## src/rtl/mask_stat_acc_if.sv

```systemverilog
// mask_stat_acc_if: valid/ready output word stream of the wait-mask statistics accumulator
interface mask_stat_acc_if #(
   parameter int CNT_W = 16
) ();
   logic             out_valid;
   logic             out_ready;
   logic             out_last;
   logic [CNT_W+15:0] out_data;
   modport master (output out_valid, output out_last, output out_data, input out_ready);
   modport slave  (input out_valid, input out_last, input out_data, output out_ready);
endinterface

```

## src/rtl/mask_stat_acc.sv

```systemverilog
// mask_stat_acc: per-thread wait-mask cycle counters, snapshotted and streamed on dump (optional MASK_STAT_SKIP_ZERO_EN skips zero words)
module mask_stat_acc #(
   parameter int CNT_W  = 16,
   parameter int PERIOD = 1024
) (
   input  logic            clk,
   input  logic            rst_l,
   input  logic [3:0]      wm_imiss,
   input  logic [3:0]      wm_other,
   input  logic [3:0]      wm_stbwait,
   input  logic [3:0]      mul_wait,
   input  logic [3:0]      div_wait,
   input  logic [3:0]      fp_wait,
   input  logic [3:0]      mul_busy_e,
   input  logic [3:0]      div_busy_e,
   input  logic [3:0]      fp_busy_e,
   input  logic [3:0]      ldmiss,
   input  logic [9:0]      coreid,
   input  logic            dump_req,
   mask_stat_acc_if.master out_if
);
   localparam int N  = 40;
   localparam int TW = (PERIOD > 1) ? $clog2(PERIOD) : 1;
   localparam logic [TW-1:0] TMAX = TW'(PERIOD - 1);
   typedef enum logic {IDLE, STREAM} state_t;
   state_t           state_q, state_d;
   logic [CNT_W-1:0] live_q [N];
   logic [CNT_W-1:0] live_d [N];
   logic [CNT_W-1:0] shad_q [N];
   logic [CNT_W-1:0] shad_d [N];
   logic [TW-1:0]    timer_q, timer_d;
   logic [5:0]       idx_q, idx_d;
   logic             pend_q, pend_d;
   logic [9:0]       cid_q, cid_d;
   logic [N-1:0]     m;
   logic             trig, snap, skip, xfer;
   assign m    = {ldmiss, fp_busy_e, div_busy_e, mul_busy_e, fp_wait, div_wait, mul_wait, wm_stbwait, wm_other, wm_imiss};
   assign trig = dump_req || ((PERIOD != 0) && (timer_q == TMAX));
`ifdef MASK_STAT_SKIP_ZERO_EN
   assign skip = (state_q == STREAM) && (shad_q[idx_q] == '0) && (idx_q != 6'd39);
`else
   assign skip = 1'b0;
`endif
   assign out_if.out_valid = (state_q == STREAM) && !skip;
   assign out_if.out_last  = out_if.out_valid && (idx_q == 6'd39);
   assign out_if.out_data  = out_if.out_valid ? {cid_q, idx_q, shad_q[idx_q]} : '0;
   assign xfer = out_if.out_valid && out_if.out_ready;
   // Dump sequencing: snapshot on trigger or pending in IDLE, walk the shadow bank in STREAM
   always_comb begin
      state_d = state_q;
      idx_d   = idx_q;
      pend_d  = 1'b0;
      snap    = 1'b0;
      if (state_q == IDLE) begin
         snap    = trig || pend_q;
         state_d = snap ? STREAM : IDLE;
         idx_d   = 6'd0;
      end else begin
         pend_d  = pend_q || trig;
         idx_d   = (skip || xfer) ? idx_q + 6'd1 : idx_q;
         state_d = (xfer && idx_q == 6'd39) ? IDLE : STREAM;
      end
   end
   // Live counters saturate; on snapshot they restart from this cycle's bit so no cycle is lost
   always_comb begin
      timer_d = (timer_q == TMAX) ? '0 : timer_q + 1'b1;
      cid_d   = snap ? coreid : cid_q;
      for (int i = 0; i < N; i++) begin
         live_d[i] = snap ? CNT_W'(m[i]) : live_q[i] + CNT_W'(m[i] && !(&live_q[i]));
         shad_d[i] = snap ? live_q[i] : shad_q[i];
      end
   end
   // State register with asynchronous abort to reset values
   always_ff @(posedge clk or negedge rst_l) begin
      if (!rst_l) begin
         state_q <= IDLE;
         timer_q <= '0;
         idx_q   <= '0;
         pend_q  <= 1'b0;
         cid_q   <= '0;
         for (int i = 0; i < N; i++) begin
            live_q[i] <= '0;
            shad_q[i] <= '0;
         end
      end else begin
         state_q <= state_d;
         timer_q <= timer_d;
         idx_q   <= idx_d;
         pend_q  <= pend_d;
         cid_q   <= cid_d;
         for (int i = 0; i < N; i++) begin
            live_q[i] <= live_d[i];
            shad_q[i] <= shad_d[i];
         end
      end
   end
endmodule
```

## src/flat_wrapper.sv

```systemverilog
// flat-port wrapper written by rule: the top's interface ports become plain ports
module mask_stat_acc_flat 
#(
   parameter int CNT_W  = 16,
   parameter int PERIOD = 1024
)
  (clk, rst_l, wm_imiss, wm_other, wm_stbwait, mul_wait, div_wait, fp_wait, mul_busy_e, div_busy_e, fp_busy_e, ldmiss, coreid, dump_req, out_if_out_valid, out_if_out_last, out_if_out_data, out_if_out_ready);
  mask_stat_acc_if #(.CNT_W(CNT_W)) out_if_i ();
  input  logic clk;
  input  logic rst_l;
  input  logic [3:0] wm_imiss;
  input  logic [3:0] wm_other;
  input  logic [3:0] wm_stbwait;
  input  logic [3:0] mul_wait;
  input  logic [3:0] div_wait;
  input  logic [3:0] fp_wait;
  input  logic [3:0] mul_busy_e;
  input  logic [3:0] div_busy_e;
  input  logic [3:0] fp_busy_e;
  input  logic [3:0] ldmiss;
  input  logic [9:0] coreid;
  input  logic dump_req;
  output wire logic [$bits(out_if_i.out_valid)-1:0] out_if_out_valid;
  output wire logic [$bits(out_if_i.out_last)-1:0] out_if_out_last;
  output wire logic [$bits(out_if_i.out_data)-1:0] out_if_out_data;
  input wire logic [$bits(out_if_i.out_ready)-1:0] out_if_out_ready;
  assign out_if_out_valid = out_if_i.out_valid;
  assign out_if_out_last = out_if_i.out_last;
  assign out_if_out_data = out_if_i.out_data;
  assign out_if_i.out_ready = out_if_out_ready;
  mask_stat_acc #(.CNT_W(CNT_W), .PERIOD(PERIOD)) u_core (.clk(clk), .rst_l(rst_l), .wm_imiss(wm_imiss), .wm_other(wm_other), .wm_stbwait(wm_stbwait), .mul_wait(mul_wait), .div_wait(div_wait), .fp_wait(fp_wait), .mul_busy_e(mul_busy_e), .div_busy_e(div_busy_e), .fp_busy_e(fp_busy_e), .ldmiss(ldmiss), .coreid(coreid), .dump_req(dump_req), .out_if(out_if_i));
endmodule
```

## config.mk

```make
export PLATFORM = sky130hd
export DESIGN_NAME = mask_stat_acc_flat
export DESIGN_NICKNAME = d
export VERILOG_FILES = /design/src/rtl/mask_stat_acc_if.sv /design/src/rtl/mask_stat_acc.sv /design/src/flat_wrapper.sv
export SDC_FILE = /design/constraint.sdc
export NUM_CORES = 2
export LEC_CHECK = 0
export ABC_AREA = 1
export BUFFER_PORTS_ARGS = -buffer_cell sky130_fd_sc_hd__buf_2
export CORE_UTILIZATION = 55
export CTS_BUF_LIST = sky130_fd_sc_hd__clkbuf_2 sky130_fd_sc_hd__clkbuf_4 sky130_fd_sc_hd__clkbuf_8
export DETAILED_ROUTE_END_ITERATION = 10
export PLACE_DENSITY = 0.68
export REMOVE_ABC_BUFFERS = 1
export SYNTH_ARGS = -nofsm -noshare
export SYNTH_HDL_FRONTEND = slang
export SYNTH_SLANG_ARGS = --single-unit
```

## constraint.sdc

```tcl
create_clock -name clk -period 2.4 [get_ports clk]
set_input_delay 0.12 -clock clk [delete_from_list [all_inputs] [get_ports clk]]
set_output_delay 0.12 -clock clk [all_outputs]
set_load 0.05 [all_outputs]
```

==> impl_metrics.tcl <==
set metrics [dict create \
    crit_slowest_cell "dfrtp_4" \
    dpl_worst_slack_ns -0.376 \
    clock_sinks 1308 \
    path_class "reg2out" \
    synth_cell_types 35 \
    grt_max_degree 100 \
    synth_seq_area_share 0.512 \
    cp-end-kind "primary output" \
    die_w_um 343 \
    fin_setup_tns_ns -17.01 \
    setup_violations 18 \
    cpPeakStageDelay_ns 0.57 \
    power_frac_seq 0.388 \
    p_leak_uw 0.0385 \
    outcome "finished with violations" \
    path_cells "buf_12 -> buf_12 -> nand2_1 -> nand3_1 -> nand3_1 -> nand2_1 -> nand2_2 -> nand3_4 -> nand3_1 -> a21oi_2 -> buf_4 -> buf_12" \
    grt_use_met3 0.0460 \
    combPwrFrac 0.381 \
    wl_per_cell_um 18.1 \
    drt_iter0_markers 5050 \
    power_uw 93400 \
    syn-cell-area_um2 63900 \
    setup_ws_ns -1.07 \
    ys.warnings.count 0 \
    final_nets 8465 \
    cp_num_buf_inv 4 \
    tightest_slew_ns 0.772 \
    vias 54700 \
    max_cap_viol_count 0 \
    grt_pass1_wl_um 280000 \
    gr-usage-met1 0.426 \
    grt_pass1_vias 52200 \
    ant_nets 0 \
    core-area_um2 115000 \
    rsz0062_at_grt "true" \
    io_pins 88 \
    power.share.switching 0.412 \
    cts_buffers 219 \
    antenna_found_initial 5 \
    cp.arrival_ns 3.35 \
    switchingPower_uw 38500 \
    skew_ns 0.0524 \
    path_delay_family "simple AND/OR/NAND/NOR gates" \
    hp-class "in2reg" \
    portBuffers 87 \
    start_util 0.557 \
    wirelength_um 181000 \
    drc 0 \
    gr-total-overflow 0 \
    avgViaCountPerCell 5.46 \
    grt_busiest_layer "met2" \
    relSlewSlack 0.482 \
    htreeDepth 4 \
    hold_viol 0 \
    fmax_mhz 288 \
    ys_seq_elements 1308 \
    crit_path_max_fanout 37 \
    layout.cells.non_filler 10000 \
    hpwl_um 122000 \
    gr-usage-met2 0.465 \
    cts_tree "done" \
    power_density_nw_per_um2 1220 \
    clockPowerShare 0.231 \
    fin_crit_sh 1.45 \
    clock_latency_ns 0.95 \
    fin_crit_ns 3.47 \
    num_rows 124 \
    start_kind "flop" \
    drv_slew 0 \
    critPathRequiredTime_ns 2.28 \
    finalWeightedCongestion 0.948 \
    syn_avg_cell_area_um2 8.09 \
    area_growth_pct 19.6 \
    cts_root_buffer "clkbuf_8" \
    worst_hold_slack_ns 0.0800 \
    synthesis.instances 7902 \
    intPower_uw 54900 \
    vdd_drop_max_mv 0.789 \
    dr.pass1.iters 7 \
    globalRouteTotalUtil 0.299 \
    cts.clk_slew.worst_paths_ns 0.07 \
    die_h_um 343 \
    final_layout_size_suffix_gt1_frac 0.159 \
    die-area_um2 118000 \
    violations "setup timing" \
    dp_cells 9440 \
    ctsLongestPathBuffers 3 \
]
[routing by layer]
layer / wire length, um / share of wire
met5: 27 / 0.00015
met4: 5680 / 0.031
met3: 11400 / 0.063
met2: 83900 / 0.46
met1: 80200 / 0.44
[worst register-to-register path: stages, from the launching register on]
cell     delay [ns]
dfrtp_1        0.40
nand2_2        0.10
inv_2          0.05
nand3_2        0.08
nor3_1         0.06
a31oi_1        0.20
buf_4          0.16
ha_4           0.14
nand2_2        0.06
nor2_2         0.13
nand4_1        0.16
nor3_2         0.28
buf_4          0.18
nand2_2        0.04
nor2_1         0.12
nor3_2         0.06
[layout make-up]
cell class,count,area [um^2]
diodes,2,5.00
clock buffers,344,4370
clock inverters,54,452
fillers,9433,38300
inverters,771,2940
multi-input cells,5464,27600
flip-flops and latches,1308,32700
well taps,1512,1890
repair buffers,564,6430
repair inverters,1,8.76
[cell usage in the layout, fill, tap and decap left out, types with 69 or more instances in the layout]
master	n
dfrtp_1	1305
o21ai_1	388
inv_1	729
nand2_1	2197
o21ai_2	177
xor2_1	314
nor3_1	221
buf_4	231
nand3_1	499
clkbuf_8	286
buf_12	83
ha_1	69
o21ai_0	242
dlygate4sd3_1	100
nand3_2	72
nor2_1	826
[through the flow]
step | utilization | instance area, um^2
CTS | 0.650 | 74600
floorplan | - | 62000
global route | 0.666 | 76500
global placement | 0.591 | 67800
detailed placement | 0.591 | 67800
finish | 0.666 | 76500
[path summary, 6_finish.rpt]
check	slack (ns)	depth (start not counted)	startpoint	end
worst max-delay path	-1.07	12	u_core.idx_q[0]$_DFFE_PN0P_	out_if_out_data[10]
worst min-delay path	0.08	4	out_if_out_ready	u_core.idx_q[2]$_DFFE_PN0P_
worst max register to register	0.04	15	u_core.live_q[88]$_DFF_PN0_	u_core.live_q[93]$_DFF_PN0_
worst min register to register	0.48	2	u_core.shad_q[573]$_DFFE_PN0P_	u_core.shad_q[573]$_DFFE_PN0P_
max in group asynchronous	1.29	4	rst_l	u_core.live_q[623]$_DFF_PN0_
min in group asynchronous	0.53	4	rst_l	u_core.shad_q[525]$_DFFE_PN0P_
[power by group through the flow]
| stage | Sequential, uW | Clock, uW | Combinational, uW |
|---|---|---|---|
| 6_report | 36200 | 21500 | 35600 |
| 5_1_grt | 37000 | 22900 | 39300 |
| 4_1_cts | 35900 | 21900 | 34200 |
| 3_5_place_dp | 36200 | 0 | 32600 |
| 3_3_place_gp | 36100 | 0 | 31900 |
| 2_1_floorplan | 34700 | 0 | 21300 |
[cells in the mapped netlist, drive strengths merged]
master	instances	area, um^2
clkbuf	100	375
nand4	46	288
nor4	66	413
or2	8	50.1
o31ai	2	15.0
o221ai	16	140
o211ai	18	135
buf	259	1570
inv	767	2880
o21ai	807	4700
nor2	876	3290
a21oi	60	300
nor3	249	1250
nand3	581	2910
nand3b	6	45.0
clkinv	4	15.0
a41oi	16	140
a211oi	1	7.51
nand2	2246	8440
ha	82	1030
xnor2	9	78.8
xor2	315	2760
a31oi	44	275
o22ai	16	100
dfrtp	1308	32700
[what timing repair did]
item                       in CTS  in global routing
setup endpoints to repair     104                693
gates resized for setup       138                253
hold endpoints to repair     1615                  0
gates cloned                    8                 28
hold buffers                  101                  0
pin swaps                      10                 57
setup buffers                  12                 31
[flip-flops by register name (all words and copies together), names as in the netlist]
| register | count |
|---|---|
| u_core.idx_q | 6 |
| u_core.timer_q | 10 |
| u_core.out_if.out_valid | 1 |
| u_core.pend_q | 1 |
| u_core.shad_q | 640 |
| u_core.cid_q | 10 |
| u_core.live_q | 640 |
[cell families (layout without fill, tap and decap cells)]
logic type	count (synthesis)	count (layout)	share of synthesized area
fa+ha+maj	82	82	0.0160
compound gates	980	980	0.0909
flops	1308	1308	0.512
simple gates	4078	4078	0.261
xor+xnor	324	324	0.0444
buf+inv	1130	1734	0.0757
other cells	0	2	0
Note: power is estimated with default switching activity, not from simulation.
